<file path="src/rtl/r_backward_arbiter_if.sv">
// R-channel beat link: packed beat, valid, ready.
// "master" drives a beat downstream; "slave" receives one.
interface r_backward_arbiter_if #(
  parameter int unsigned DW = 79
);
  logic [DW-1:0] DATA;
  logic          VALID;
  logic          READY;

  modport master (output DATA, output VALID, input READY);
  modport slave  (input DATA, input VALID, output READY);
endinterface

</file>
<file path="src/rtl/r_backward_arbiter.sv">
// Four-to-one R-beat arbiter.
// Round-robin between bursts, locked to one port until its RLAST beat passes.
// A single output register gives one cycle of latency at full throughput.
module r_backward_arbiter #(
  parameter int unsigned DW = 79
) (
  input  logic                  ACLK,
  input  logic                  ARESETn,
  r_backward_arbiter_if.slave   s0,
  r_backward_arbiter_if.slave   s1,
  r_backward_arbiter_if.slave   s2,
  r_backward_arbiter_if.slave   s3,
  r_backward_arbiter_if.master  m
);

  typedef enum logic {IDLE, LOCKED} state_t;

  state_t        state;
  state_t        state_nxt;
  logic [1:0]    owner;
  logic [1:0]    last_grant;
  logic [1:0]    sel;
  logic [1:0]    cand;
  logic          sel_ok;
  logic          load_en;
  logic          accept;
  logic          acc_last;
  logic [3:0]    vld;
  logic [3:0]    rdy;
  logic [DW-1:0] din [4];
  logic [DW-1:0] out_data;
  logic          out_valid;

  assign vld    = {s3.VALID, s2.VALID, s1.VALID, s0.VALID};
  assign din[0] = s0.DATA;
  assign din[1] = s1.DATA;
  assign din[2] = s2.DATA;
  assign din[3] = s3.DATA;

  // Output register can take a beat when empty or draining; never in reset.
  assign load_en  = ARESETn & (~out_valid | m.READY);
  assign accept   = |(rdy & vld);
  assign acc_last = din[sel][0];

  // State register.
  always_ff @(posedge ACLK or negedge ARESETn) begin
    if (!ARESETn) state <= IDLE;
    else          state <= state_nxt;
  end

  // Next-state: lock on a non-last beat, release on the owner's last beat.
  always_comb begin
    state_nxt = state;
    case (state)
      IDLE:    if (accept && !acc_last) state_nxt = LOCKED;
      LOCKED:  if (accept &&  acc_last) state_nxt = IDLE;
      default: state_nxt = IDLE;
    endcase
  end

  // Output decode: port selection and the one-hot ready vector.
  always_comb begin
    sel    = '0;
    sel_ok = 1'b0;
    cand   = '0;
    rdy    = '0;
    if (state == LOCKED) begin
      sel    = owner;
      sel_ok = 1'b1;
    end else begin
      // Scan starts one past the last grant; 2-bit add wraps 3 -> 0.
      for (int unsigned k = 1; k <= 4; k++) begin
        cand = last_grant + 2'(k);
        if (!sel_ok && vld[cand]) begin
          sel    = cand;
          sel_ok = 1'b1;
        end
      end
    end
    if (sel_ok && load_en) rdy[sel] = 1'b1;
  end

  // Burst owner and round-robin pointer.
  always_ff @(posedge ACLK or negedge ARESETn) begin
    if (!ARESETn) begin
      owner      <= '0;
      last_grant <= 2'd3;
    end else if (accept) begin
      if (acc_last)           last_grant <= sel;
      else if (state == IDLE) owner      <= sel;
    end
  end

  // Output register: replaced on accept, cleared when drained with no refill.
  always_ff @(posedge ACLK or negedge ARESETn) begin
    if (!ARESETn) begin
      out_valid <= 1'b0;
      out_data  <= '0;
    end else if (load_en) begin
      out_valid <= accept;
      if (accept) out_data <= din[sel];
    end
  end

  assign m.DATA   = out_data;
  assign m.VALID  = out_valid;
  assign s0.READY = rdy[0];
  assign s1.READY = rdy[1];
  assign s2.READY = rdy[2];
  assign s3.READY = rdy[3];

endmodule

</file>
<file path="src/flat_wrapper.sv">
// flat-port wrapper written by rule: the top's interface ports become plain ports
module r_backward_arbiter_flat 
#(
  parameter int unsigned DW = 79
)
  (ACLK, ARESETn, s0_DATA, s0_VALID, s0_READY, s1_DATA, s1_VALID, s1_READY, s2_DATA, s2_VALID, s2_READY, s3_DATA, s3_VALID, s3_READY, m_DATA, m_VALID, m_READY);
  r_backward_arbiter_if #(.DW(DW)) s0_i ();
  r_backward_arbiter_if #(.DW(DW)) s1_i ();
  r_backward_arbiter_if #(.DW(DW)) s2_i ();
  r_backward_arbiter_if #(.DW(DW)) s3_i ();
  r_backward_arbiter_if #(.DW(DW)) m_i ();
  input  logic ACLK;
  input  logic ARESETn;
  input wire logic [$bits(s0_i.DATA)-1:0] s0_DATA;
  input wire logic [$bits(s0_i.VALID)-1:0] s0_VALID;
  output wire logic [$bits(s0_i.READY)-1:0] s0_READY;
  input wire logic [$bits(s1_i.DATA)-1:0] s1_DATA;
  input wire logic [$bits(s1_i.VALID)-1:0] s1_VALID;
  output wire logic [$bits(s1_i.READY)-1:0] s1_READY;
  input wire logic [$bits(s2_i.DATA)-1:0] s2_DATA;
  input wire logic [$bits(s2_i.VALID)-1:0] s2_VALID;
  output wire logic [$bits(s2_i.READY)-1:0] s2_READY;
  input wire logic [$bits(s3_i.DATA)-1:0] s3_DATA;
  input wire logic [$bits(s3_i.VALID)-1:0] s3_VALID;
  output wire logic [$bits(s3_i.READY)-1:0] s3_READY;
  output wire logic [$bits(m_i.DATA)-1:0] m_DATA;
  output wire logic [$bits(m_i.VALID)-1:0] m_VALID;
  input wire logic [$bits(m_i.READY)-1:0] m_READY;
  assign s0_i.DATA = s0_DATA;
  assign s0_i.VALID = s0_VALID;
  assign s0_READY = s0_i.READY;
  assign s1_i.DATA = s1_DATA;
  assign s1_i.VALID = s1_VALID;
  assign s1_READY = s1_i.READY;
  assign s2_i.DATA = s2_DATA;
  assign s2_i.VALID = s2_VALID;
  assign s2_READY = s2_i.READY;
  assign s3_i.DATA = s3_DATA;
  assign s3_i.VALID = s3_VALID;
  assign s3_READY = s3_i.READY;
  assign m_DATA = m_i.DATA;
  assign m_VALID = m_i.VALID;
  assign m_i.READY = m_READY;
  r_backward_arbiter #(.DW(DW)) u_core (.ACLK(ACLK), .ARESETn(ARESETn), .s0(s0_i), .s1(s1_i), .s2(s2_i), .s3(s3_i), .m(m_i));
endmodule
</file>
<file path="config.mk">
export PLATFORM = sky130hd
export DESIGN_NAME = r_backward_arbiter_flat
export DESIGN_NICKNAME = d
export VERILOG_FILES = /design/src/rtl/r_backward_arbiter_if.sv /design/src/rtl/r_backward_arbiter.sv /design/src/flat_wrapper.sv
export SDC_FILE = /design/constraint.sdc
export NUM_CORES = 1
export LEC_CHECK = 0
export ABC_AREA = 1
export ABC_CLOCK_PERIOD_IN_PS = 2500
export CORE_AREA = 2 2 158 160
export DETAILED_ROUTE_END_ITERATION = 12
export DIE_AREA = 0 0 160 162
export PLACE_DENSITY_LB_ADDON = 0.25
export SLEW_MARGIN = 0
export SYNTH_ARGS = -nofsm -noshare
export SYNTH_HDL_FRONTEND = slang
export SYNTH_SLANG_ARGS = --single-unit
</file>
<file path="constraint.sdc">
create_clock -name ACLK -period 2.5 [get_ports ACLK]
set_input_delay 0.5 -clock ACLK [delete_from_list [all_inputs] [get_ports ACLK]]
set_output_delay 0.5 -clock ACLK [all_outputs]
set_load 0.02 [all_outputs]
</file>
After elaboration in Yosys (flattened, before gate mapping)
Index checks and enable logic that the tools add are counted.
- output and inout port bits: 84
- flip-flop bits (word level): 85
- logic and storage cells: 67
- input port bits: 323
- add/subtract/negate cells: 3
- mux-type cells: 30
- magnitude comparators: 7
- reduce and logical (&&, ||, !) cells: 15
- bitwise logic cells: 7
- operators with widths (kind ; count):
    binary-select mux 79 bit (select 2 bit) ; 1
    two-way mux 79 bit ; 2
    less-than comparator 2 x 3 -> 1 bit (second input constant) ; 5
    two-way mux 1 bit ; 15
    two-way mux 2 bit ; 5
    binary-select mux 1 bit (select 2 bit) ; 4
    logical AND 1 bit ; 7
    adder 2 bit (second input constant) ; 2
    bitwise AND 4 bit ; 1
    zero test 1 bit ; 4
    two-way mux 4 bit ; 1
    AND reduction 2 bit ; 2
    OR reduction 4 bit ; 1
    greater-or-equal comparator 3 bit (second input constant) ; 1
    inverter 1 bit ; 3
    inverter 2 -> 3 bit ; 1
    AND reduction 3 bit ; 1
    adder 2 x 1 -> 2 bit (second input constant) ; 1
    demux 1 bit (select 2 bit) ; 1
    greater-or-equal comparator 2 x 1 -> 1 bit (second input constant) ; 1
    one-hot mux 1 bit (2 select lines) ; 1
    bitwise AND 1 bit ; 1
    bitwise OR 1 bit ; 1

Logic depth before layout (Yosys ltp)
- depth after elaboration: 27
- gate-level depth with buffers: 19
- depth with buffers taken out: 18

Worst setup path after synthesis
No wires, ideal clock.
- path kind: register to output
- start point: reg u_core.last_grant[1]
- end point: out s0_READY
- path buffers: 1
- setup slack: 71 ps
- required time: 2000 ps
- data arrival time: 1929 ps
- cell stages (with the launch flop): 14
- cells stage by stage: dfstp_2 -> buf_4 -> inv_2 -> nand2_1 -> nand2_2 -> nand2_2 -> nand2_2 -> nor2_2 -> nand3_1 -> nand2_1 -> inv_2 -> nand2_4 -> inv_4 -> nor3_1
- cells in the longest elaborated chain, start to end: 22
- elaborated cells between the ends (all ways): 37
- those cells by class: add/sub: 3; order compare: 2; mux: 24; reduce/logical: 8
- ends and longest elaborated chain (item ; RTL line ; RTL):
    start, declared ; r_backward_arbiter.sv:21 ; logic [1:0] last_grant;
    start signal, assigned ; r_backward_arbiter.sv:89 ; if (acc_last) last_grant <= sel;
    adder 2 x 1 -> 2 bit ; r_backward_arbiter.sv:73 ; cand = last_grant + 2'(k);
    binary-select mux 1 bit (select 2 bit) ; r_backward_arbiter.sv:74 ; if (!sel_ok && vld[cand]) begin
    two-way mux 1 bit (not written as such) ; r_backward_arbiter.sv:74 ;
    two-way mux 1 bit ; r_backward_arbiter.sv:74 ;
    two-way mux 1 bit ; r_backward_arbiter.sv:67 ; if (state == LOCKED) begin
    zero test 1 bit ; r_backward_arbiter.sv:74 ;
    logical AND 1 bit ; r_backward_arbiter.sv:74 ;
    two-way mux 1 bit ; r_backward_arbiter.sv:74 ;
    [... 6 more ...] ; n/a ;
    logical AND 1 bit ; r_backward_arbiter.sv:74 ;
    two-way mux 2 bit ; r_backward_arbiter.sv:74 ;
    two-way mux 2 bit ; r_backward_arbiter.sv:67 ;
    less-than comparator 2 x 3 -> 1 bit (not written as such) or greater-or-equal comparator 2 x 1 -> 1 bit (tied branches) ; r_backward_arbiter.sv:80 ; if (sel_ok && load_en) rdy[sel] = 1'b1;
    logical AND 1 bit (not written as such) ; r_backward_arbiter.sv:80 ;
    two-way mux 1 bit (not written as such) ; r_backward_arbiter.sv:80 ;
    demux 1 bit (select 2 bit) ; n/a ;
    two-way mux 4 bit (*) ; r_backward_arbiter.sv:80 ;
    end, declared ; flat_wrapper.sv:16 ; output wire logic [$bits(s0_i.READY)-1:0] s0_READY;
Every way passes the cells marked *; elsewhere a longest branch is shown, timed or not. The select of a mux whose other input is x is not followed.

Final worst setup path
- start point: in s3_VALID
- end point: out s2_READY
- cells in the longest elaborated chain, start to end: 21
- elaborated cells between the ends (all ways): 34
- those cells by class: order compare: 2; mux: 24; reduce/logical: 8
- ends and longest elaborated chain (item ; RTL line ; RTL):
    start, declared ; flat_wrapper.sv:24 ; input wire logic [$bits(s3_i.VALID)-1:0] s3_VALID;
    binary-select mux 1 bit (select 2 bit) ; r_backward_arbiter.sv:74 ;
    two-way mux 1 bit (not written as such) ; r_backward_arbiter.sv:74 ;
    two-way mux 1 bit ; r_backward_arbiter.sv:74 ;
    two-way mux 1 bit ; r_backward_arbiter.sv:67 ;
    zero test 1 bit ; r_backward_arbiter.sv:74 ;
    logical AND 1 bit ; r_backward_arbiter.sv:74 ;
    two-way mux 1 bit ; r_backward_arbiter.sv:74 ;
    two-way mux 1 bit ; r_backward_arbiter.sv:67 ;
    [... 5 more ...] ; n/a ;
    logical AND 1 bit ; r_backward_arbiter.sv:74 ;
    two-way mux 2 bit ; r_backward_arbiter.sv:74 ;
    two-way mux 2 bit ; r_backward_arbiter.sv:67 ;
    less-than comparator 2 x 3 -> 1 bit (not written as such) or greater-or-equal comparator 2 x 1 -> 1 bit (tied branches) ; r_backward_arbiter.sv:80 ;
    logical AND 1 bit (not written as such) ; r_backward_arbiter.sv:80 ;
    two-way mux 1 bit (not written as such) ; r_backward_arbiter.sv:80 ;
    demux 1 bit (select 2 bit) ; n/a ;
    two-way mux 4 bit (*) ; r_backward_arbiter.sv:80 ;
    end, declared ; flat_wrapper.sv:22 ; output wire logic [$bits(s2_i.READY)-1:0] s2_READY;
Marked as above.

==> results.py <==
metrics = {
    "status": {
        "status": "finished with violations",
        "violations": "negative setup slack",
    },
    "timing": {
        "period_minus_slack_ns": 2.61,
        "fin_skew_ns": 0.00917,
        "finalSetupViolations": 84,
        "hold-worst-slack_ns": 0.274,
        "worst_slew_pin_slew_ns": 0.596,
        "fmax_mhz": 383,
        "drv_slew": 0,
        "setup_slack_ns": -0.110,
        "rsz0062_at_grt": "true",
        "period_share": 1.04,
        "max_slew_margin": 0.603,
        "hold_violations": 0,
    },
    "final_layout": {
        "drive_gt1_frac": 0.128,
        "fillers": 2484,
        "area_growth_pct": 103,
        "final_nets": 1642,
        "antennaDiodeCount": 0,
    },
    "synth": {
        "synth_async_sr_flop_share": 1.00,
        "synthCells": 881,
        "ys_top_cells_by_area": "nand2_1 (41%), dfrtp_1 (38%), nand4_1 (9.4%), buf_2 (2.4%), nand3_1 (1.4%)",
        "synth_edf_count": 0,
        "synth-main-ff-cell": "dfrtp_1",
        "yosysTopAreaCellShare": 0.408,
        "yosysUniqueCellTypes": 24,
        "synth_most_common_cell": "nand2_1",
        "syn_avg_cell_area_um2": 6.27,
        "synth_nets": 1204,
        "synth_seq_area_share": 0.385,
        "synth-seq-cells": 85,
        "synth_area_um2": 5530,
        "ys_top_cells_by_count": "nand2_1 (600), dfrtp_1 (83), nand4_1 (83)",
        "yosysWarnings": 0,
        "synth_top_area_cell": "nand2_1",
    },
    "setup_path": {
        "endpoint_kind": "output pin",
        "worstSetupPathType": "in -> out",
        "required_ns": 2.00,
        "setup.worst_path.start_class": "input pin",
        "crit_fanout": 4,
        "path_cells": "clkdlybuf4s50_1 > nand2_2 > nand2_2 > nand2_2 > nand2_4 > nor2_4 > nand3_2 > nand2_2 > inv_2 > nand2_4 > inv_4 > nor3_2 > buf_4",
        "arrival_ns": 2.11,
        "crit_path_frequent_cell": "nand2_2",
        "path_buf_inv": 4,
        "cpPeakStageDelay_ns": 0.48,
        "cpMaxStageDelayCell": "clkdlybuf4s50_1",
        "path_delay_family": "simple AND/OR/NAND/NOR gates",
    },
    "cts": {
        "cts_buffers": 9,
        "clock_latency_ns": 0.34,
        "cts_max_path_buffers": 2,
        "clk_pin_slew_worst_paths_ns": 0.07,
        "cts_root_buf": "clkbuf_16",
        "cts_tree": "built",
        "clock_sinks": 85,
        "htree_num_levels": 3,
    },
    "global_route": {
        "first_global_vias": 7119,
        "grt_util_all_layers": 0.180,
        "grt_antenna_before_repair": 0,
        "grt_max_degree": 45,
        "grt-ovfl-total": 0,
        "grt_first_pass_wirelength_mm": 37.2,
    },
    "routing": {
        "routed_wl_mm": 27.0,
        "ant_nets": 0,
        "dr.pass1.iters": 4,
        "vias": 7277,
        "drt_iter0_markers": 323,
        "viasPerCell": 4.42,
        "drc": 0,
        "routedWlPerCell_um": 16.4,
    },
    "placed_design": {
        "port-buffer-count": 406,
        "dp_hpwl_mm": 18.6,
        "place_congestion": 0.822,
    },
    "min_path": {
        "holdCritPathClass": "in -> async",
    },
    "floorplan": {
        "fp.dieH_um": 162,
        "io_pins": 407,
        "dieWidth_um": 160,
        "die_area_um2": 25900,
        "design.core.area_um2": 24100,
        "std_cell_rows": 57,
        "initial_utilization": 0.229,
    },
    "pwr": {
        "power_w": 0.0163,
        "p_leak_nw": 5.06,
        "p_per_area_nw_per_um2": 1460,
        "vdd_drop_max_v": 0.00102,
    },
    "run": {
        "max_cap_viol_count": 0,
    },
}
report_power, final:
part	switching [W]	internal, W
Clock	0.000570	0.000732
Sequential	0.000378	0.00208
Combinational	0.00717	0.00542
Total	0.00811	0.00823
layer usage:
layer,share of wire,GRT usage,vias up
met2,0.50,0.335,266
met4,0.021,0.0614,0
li1,-,-,3676
met5,0,0,-
met1,0.40,0.198,3306
met3,0.071,0.0503,29
path summary, 6_finish.rpt:
kind	slack [ns]	depth (start not counted)	startpoint	endpoint
max in group asynchronous	1.19	3	ARESETn	u_core.m.DATA[58]
worst min-delay path	0.27	2	ARESETn	async pin
worst max-delay path	-0.11	13	s3_VALID	s2_READY
min in group ACLK	0.48	2	u_core.m.DATA[40]	u_core.m.DATA[40]
worst min register to register	0.48	2	u_core.m.DATA[40]	u_core.m.DATA[40]
worst max register to register	-0.07	19	u_core.last_grant[0]	u_core.m.DATA[24]
cells in the final DEF (no fill, tap or decap), drive strengths merged:
cell type and instances:
clkdlybuf4s50 400, buf 64, dfrtp 83, clkbuf 23
nand4 83, nand3 17, nor3 4, inv 16
or2 2, clkinv 3, nand2 611, o21ai 4
clkinvlp 2, o21a 1, nor2 8, dfstp 2
dlymetal6s2s 1
stage by stage:
step	setup slack (ns)	utilization	TNS [ns]	area (µm²)	cells
final	-0.110	0.466	-4.86	11200	1648
after CTS	-0.0948	0.439	-2.93	10600	1623
after floorplan	0.0709	-	0	5530	881
after global placement	-0.561	0.423	-28.74	10200	1603
after detailed placement	-0.570	0.423	-29.97	10200	1603
after global routing	-0.253	0.466	-19.88	11200	1648
cells by family after synthesis:
group           synth area share
compound gates           0.00498
buf+inv                   0.0595
simple gates               0.550
flops                      0.385
sequential cells by signal (all words and copies together) (netlist names), named ones only:
| name | cells |
|---|---|
| u_core.last_grant | 2 |
| u_core.m.DATA | 79 |
| u_core.m.VALID | 1 |
| u_core.owner | 2 |
timing repair:
action,in CTS,in global routing
hold buffers,0,0
pin swaps,12,18
setup endpoints to repair,23,88
cloned,0,17
buffers inserted,4,8
resized for setup,42,70
cell type report:
| cell class | instances | area, µm² | area share |
|---|---|---|---|
| inverter | 17 | 76.3 | 0.00680 |
| clock inverter | 4 | 32.5 | 0.00290 |
| clock buffer | 12 | 256 | 0.0229 |
| sequential | 85 | 2130 | 0.190 |
| multi-input combinational | 730 | 3310 | 0.295 |
| tap | 324 | 405 | 0.0361 |
| timing repair buffer | 476 | 5010 | 0.447 |
No activity file was read; power rests on OpenSTA's default activity.
==> edit 1 (same settings) <==
Reset style: synchronous (`ARESETn`), changed in 3 clocked blocks.
--- a/src/rtl/r_backward_arbiter.sv
+++ b/src/rtl/r_backward_arbiter.sv
@@ -43,7 +43,7 @@
   assign acc_last = din[sel][0];
 
   // State register.
-  always_ff @(posedge ACLK or negedge ARESETn) begin
+  always_ff @(posedge ACLK) begin
     if (!ARESETn) state <= IDLE;
     else          state <= state_nxt;
   end
@@ -81,7 +81,7 @@
   end
 
   // Burst owner and round-robin pointer.
-  always_ff @(posedge ACLK or negedge ARESETn) begin
+  always_ff @(posedge ACLK) begin
     if (!ARESETn) begin
       owner      <= '0;
       last_grant <= 2'd3;
@@ -92,7 +92,7 @@
   end
 
   // Output register: replaced on accept, cleared when drained with no refill.
-  always_ff @(posedge ACLK or negedge ARESETn) begin
+  always_ff @(posedge ACLK) begin
     if (!ARESETn) begin
       out_valid <= 1'b0;
       out_data  <= '0;
Behaviour: differs if ARESETn is asserted again (counterexample within 4 cycles, from zero or initial values and one cycle with ARESETn low); with ARESETn held inactive, the same outputs for 4 cycles.
==> edit 1 against the original RTL <==
Setup slack gained 160 ps; critical endpoint is now u_core.m.DATA[50]; die area is the same; wire length decreased by 1.3%; final area decreased by 1.1%; register-to-register slack improved by 120 ps; sequential cell count did not move; highest routed layer unchanged; count of clock-buffer cells in the layout shrank 1; area after synthesis shrank 6.6%; total power increased by 14%; hold slack gained 190 ps; critical path type is now reg -> reg.
==> edit 1: results (changes against the original RTL) <==
| Metric | Value |
|---|---|
| Status | finished, final reports clean (was finished with violations) |
| Placed Cells | 1543 (was 1603) |
| Worst skew pair latency | 340 ps (about the same) |
| Cells after Synth | 826 (was 881) |
| CP max stage delay | 380 ps (was 480 ps) |
| Hold WS | 467 ps (was 274 ps) |
| Commonest cells post-synth | nand2_1, nor2_1, nand3_1, dfxtp_1, o21ai_1 (was nand2_1, dfrtp_1, nand4_1, buf_2, nand3_1) |
| Ant diodes | 0 (unchanged) |
| Clock skew | 11.3 ps (was 9.17 ps) |
| Pre-CTS setup slack | -567 ps (was -570 ps) |
| FF-to-FF End | u_core.m.DATA[50] (was u_core.m.DATA[24]) |
| Net count after synthesis | 1149 (was 1204) |
| CP arrival | 2680 ps (was 2110 ps) |
| Critical path peak fanout | 44 (was 4) |
| Depth of the worst register-to-register path | 18 (was 19) |
| Nets | 1568 (was 1642) |
| Largest net degree at the start of global routing | 84 (was 45) |
| CP max-delay cell | dfxtp_4 (was clkdlybuf4s50_1) |
| Worst hold-check path type | reg -> reg (was in -> async) |
| Detailed-route wire length | 26600 um (was 27000 um) |
| Routed vias/inst | 4.55 (was 4.42) |
| Worst hold path stage count | 2 |
| RR Startpoint | u_core.last_grant[0] (unchanged) |
| Placed cell areas | 9820 um2 (was 10200 um2) |
| DRT iter0 DRCs | 335 (was 323) |
| Top cells by area, synth | dfxtp_1, nand2_1, nor2_1, a22oi_1, nand3_1 (was nand2_1, dfrtp_1, nand4_1, buf_2, nand3_1) |
| # fillers | 2510 (was 2484) |
| Maximum VDD drop | 1.16 mV (was 1.02 mV) |
| Rel. slew slack | 0.377 (was 0.603) |
| Pleak | 4.44 nW (was 5.06 nW) |
| Share of cells above drive strength 1 | 0.185 (was 0.128) |
| Fin cells | 1573 (was 1648) |
| First-pass GRT wire length | 38900 um (was 37200 um) |
| Async SR Flop Fraction | 0 (was 1.00) |
| Register Area | 1710 um2 (was 2130 um2) |
| Sequential-to-total area share from yosys stat | 0.330 (was 0.385) |
| Worst reg-to-reg setup slack | 50 ps (was -70 ps) |
| Ys flop type | dfxtp_1 (was dfrtp_1) |
| Routability Congestion | 0.889 (was 0.822) |
| Tot GR Track Use | 0.189 (was 0.180) |
| Post-synthesis cell type count | 23 (was 24) |
| Pre-antenna DRT Iters | 4 (unchanged) |
| Initial antenna violation count | 0 (unchanged) |
| Vias in the first global route | 6990 (was 7119) |
| Post-DP HPWL | 19200 um (was 18600 um) |
| Hold-fix buffers, CTS | 0 (unchanged) |
## edit 1: cell type report
cell class,instances,area share
Timing Repair Buffer,466,0.442
Multi-Input combinational cell,659,0.331
Tap cell,324,0.0365
Sequential cell,85,0.154
Clock buffer,11,0.0210
Clock inverter,4,0.00665
Inverter,24,0.00879
## edit 1: power by group
part / internal (W) / switching [W]
Sequential: 0.00180 / 0.000238
Clock: 0.000872 / 0.000549
Combinational: 0.00665 / 0.00856
Total: 0.00932 / 0.00935
## edit 1: worst min-delay path, stage by stage (launching register included)
cell and delay (ps):
dfxtp_1 310, nand2_1 60, a21oi_1 50
## edit 1: worst max path at each step
stage | cells past startpoint | to | slack, ps | from
2_1_floorplan | 11 | s2_READY | 290 | s1_VALID
3_3_place_gp | 14 | s2_READY | -540 | s2_VALID
3_5_place_dp | 12 | s0_READY | -570 | s3_VALID
4_1_cts | 12 | s2_READY | 0.2 | u_core.last_grant[0]
5_1_grt | 20 | u_core.m.DATA[12] | -100 | u_core.last_grant[0]
6_report | 18 | u_core.m.DATA[50] | 50 | u_core.last_grant[0]
## edit 1: metal layers
layer,GRT usage,vias up,share of wire
met1,0.231,3300,0.42
met4,0.0487,0,0.020
met3,0.0424,27,0.058
li1,-,3595,-
met2,0.337,236,0.51
met5,0,-,0
## edit 1: timing repair
item                                    in CTS  in global routing
pin swaps                                   23                 94
gates cloned                                 4                  3
gates resized for setup                     56                157
endpoints found under the setup margin      88                 88
setup buffers                                8                  2
## edit 1: cells by family (layout without fill, tap and decap cells)
group / after synthesis / after routing / share of synthesized area
compound gates: 162 / 162 / 0.198
buf+inv: 82 / 505 / 0.0752
flops: 85 / 85 / 0.330
simple gates: 497 / 497 / 0.397
==> edit 2 (same settings) <==
Without the edit above. `DW` is set to 79 in 3 places; all go to 87.
--- a/src/rtl/r_backward_arbiter_if.sv
+++ b/src/rtl/r_backward_arbiter_if.sv
@@ -1,7 +1,7 @@
 // R-channel beat link: packed beat, valid, ready.
 // "master" drives a beat downstream; "slave" receives one.
 interface r_backward_arbiter_if #(
-  parameter int unsigned DW = 79
+  parameter int unsigned DW = 87
 );
   logic [DW-1:0] DATA;
   logic          VALID;
--- a/src/rtl/r_backward_arbiter.sv
+++ b/src/rtl/r_backward_arbiter.sv
@@ -2,7 +2,7 @@
 // Round-robin between bursts, locked to one port until its RLAST beat passes.
 // A single output register gives one cycle of latency at full throughput.
 module r_backward_arbiter #(
-  parameter int unsigned DW = 79
+  parameter int unsigned DW = 87
 ) (
   input  logic                  ACLK,
   input  logic                  ARESETn,
--- a/src/flat_wrapper.sv
+++ b/src/flat_wrapper.sv
@@ -1,7 +1,7 @@
 // flat-port wrapper written by rule: the top's interface ports become plain ports
 module r_backward_arbiter_flat 
 #(
-  parameter int unsigned DW = 79
+  parameter int unsigned DW = 87
 )
   (ACLK, ARESETn, s0_DATA, s0_VALID, s0_READY, s1_DATA, s1_VALID, s1_READY, s2_DATA, s2_VALID, s2_READY, s3_DATA, s3_VALID, s3_READY, m_DATA, m_VALID, m_READY);
   r_backward_arbiter_if #(.DW(DW)) s0_i ();
Ports: changed (5 resized); port bits go from 407 to 447. The function was not compared with the original's and may differ.
==> edit 2 against the original RTL <==
The flow still finishes with violations (negative setup slack); setup slack got worse by 23 ps; total power is 14% higher; sequential cell count rose by 8; combinational power is 15% higher; global-route usage grew 4.5 points; count of clock-buffer cells in the layout unchanged; area after synthesis up 14%; wire length up 18%; final area up 9.4%; critical path type is now reg -> out; largest cell class unchanged.
==> edit 2: results (changes against the original RTL) <==
| Metric | Value |
|---|---|
| Status | finished with violations (unchanged) |
| Failing checks | negative setup slack (unchanged) |
| Grt met1 use | 0.259 (was 0.198) |
| Detailed-route wire length | 31800 um (was 27000 um) |
| Cells after Synth | 977 (was 881) |
| Rel. slew slack | 0.542 (was 0.603) |
| Top cells by area, synth | dfrtp_1, nand2_1, o21ai_0, nor2_1, o22ai_1 (was nand2_1, dfrtp_1, nand4_1, buf_2, nand3_1) |
| Commonest cells post-synth | nand2_1, nor2_1, o21ai_0, dfrtp_1, o22ai_1 (was nand2_1, dfrtp_1, nand4_1, buf_2, nand3_1) |
| Largest net degree at the start of global routing | 94 (was 45) |
| Worst setup margin | -133 ps (was -110 ps) |
| Met2 WL post-DR | 16000 um (was 13600 um) |
| Post-DP HPWL | 22200 um (was 18600 um) |
| Pre-antenna DRT Iters | 5 (was 4) |
| Met3 usage | 0.0600 (was 0.0503) |
| CTS resizes | 74 (was 42) |
| # Post-CTS Setup Buffers | 10 (was 4) |
| Ys flop type | dfrtp_1 (unchanged) |
| Pre-CTS setup slack | -682 ps (was -570 ps) |
| Placed cell areas | 11200 um2 (was 10200 um2) |
| Tot GR Track Use | 0.225 (was 0.180) |
| Initial antenna violation count | 5 (was 0) |
| CP max-delay cell | dfstp_2 (was clkdlybuf4s50_1) |
| Vias in the first global route | 8220 (was 7119) |
| # fillers | 2430 (was 2484) |
| Port bufs | 446 (was 406) |
| Met3 routed WL | 2340 um (was 1910 um) |
| Share of cells above drive strength 1 | 0.0976 (was 0.128) |
| Sequential-to-total area share from yosys stat | 0.369 (was 0.385) |
| Setup_tns | -3820 ps (was -4860 ps) |
| Routed vias/inst | 4.82 (was 4.42) |
| Nets | 1774 (was 1642) |
| M1 wire length | 12600 um (was 10900 um) |
| Max reg flops | 87 (was 79) |
| DR WL/cell | 18.2 um (was 16.4 um) |
| Pleak | 5.30 nW (was 5.06 nW) |
| Routability Congestion | 0.848 (was 0.822) |
| Placed Cells | 1705 (was 1603) |
| Net count after synthesis | 1332 (was 1204) |
| Final Setup Violations | 91 (was 84) |
| Fin. max-slew vios | 0 (unchanged) |
| Critical path peak fanout | 7 (was 4) |
| CP max stage delay | 590 ps (was 480 ps) |
| CP arrival | 2130 ps (was 2110 ps) |
| Met2 usage | 0.402 (was 0.335) |
| Maximum VDD drop | 0.818 mV (was 1.02 mV) |
==> edit 2: cell types whose count changed after synthesis, sizes merged <==
cell / unedited run / this run
nand3: 17 / 15
o22ai: 0 / 86
dfrtp: 83 / 91
inv: 17 / 19
buf: 36 / 54
o21ai: 4 / 175
nand4: 83 / 4
clkbuf: 14 / 24
nor2: 8 / 180
nand2: 610 / 320
nand3b: 0 / 2
nor3: 4 / 2
==> edit 2: where the power goes <==
part           internal (W)  switching, W
Combinational       0.00633       0.00817
Clock              0.000837      0.000596
Sequential          0.00226      0.000396
Total               0.00942       0.00916
==> edit 2: area by class of cell <==
| cell class | instances | area, um2 | area share |
|---|---|---|---|
| repair buffers | 509 | 5490 | 0.447 |
| multi-input cells | 787 | 3650 | 0.297 |
| clock inverters | 4 | 55.1 | 0.00448 |
| diodes | 4 | 10.0 | 0.000815 |
| flip-flops and latches | 93 | 2330 | 0.190 |
| well taps | 324 | 405 | 0.0330 |
| clock buffers | 12 | 256 | 0.0209 |
| inverters | 19 | 81.3 | 0.00662 |
==> edit 2: worst paths after layout <==
| kind | slack, ps | depth (start not counted) | from | to |
|---|---|---|---|---|
| worst min register to register | 470 | 2 | u_core.m.DATA[45] | u_core.m.DATA[45] |
| worst max-delay path | -130 | 11 | u_core.last_grant[0] | s1_READY |
| worst min-delay path | 280 | 2 | ARESETn | u_core.m.DATA[2] |
| min in group ACLK | 470 | 2 | u_core.m.DATA[45] | u_core.m.DATA[45] |
| max in group asynchronous | 1110 | 3 | ARESETn | u_core.m.DATA[72] |
| worst max register to register | -100 | 21 | u_core.last_grant[0] | u_core.m.DATA[76] |
==> edit 2: kinds of logic after synthesis <==
kind of cell	share of synthesized area
and+or+nand+nor	0.326
DFF	0.369
buffers and inverters	0.0797
AOI/OAI and AO/OA	0.225
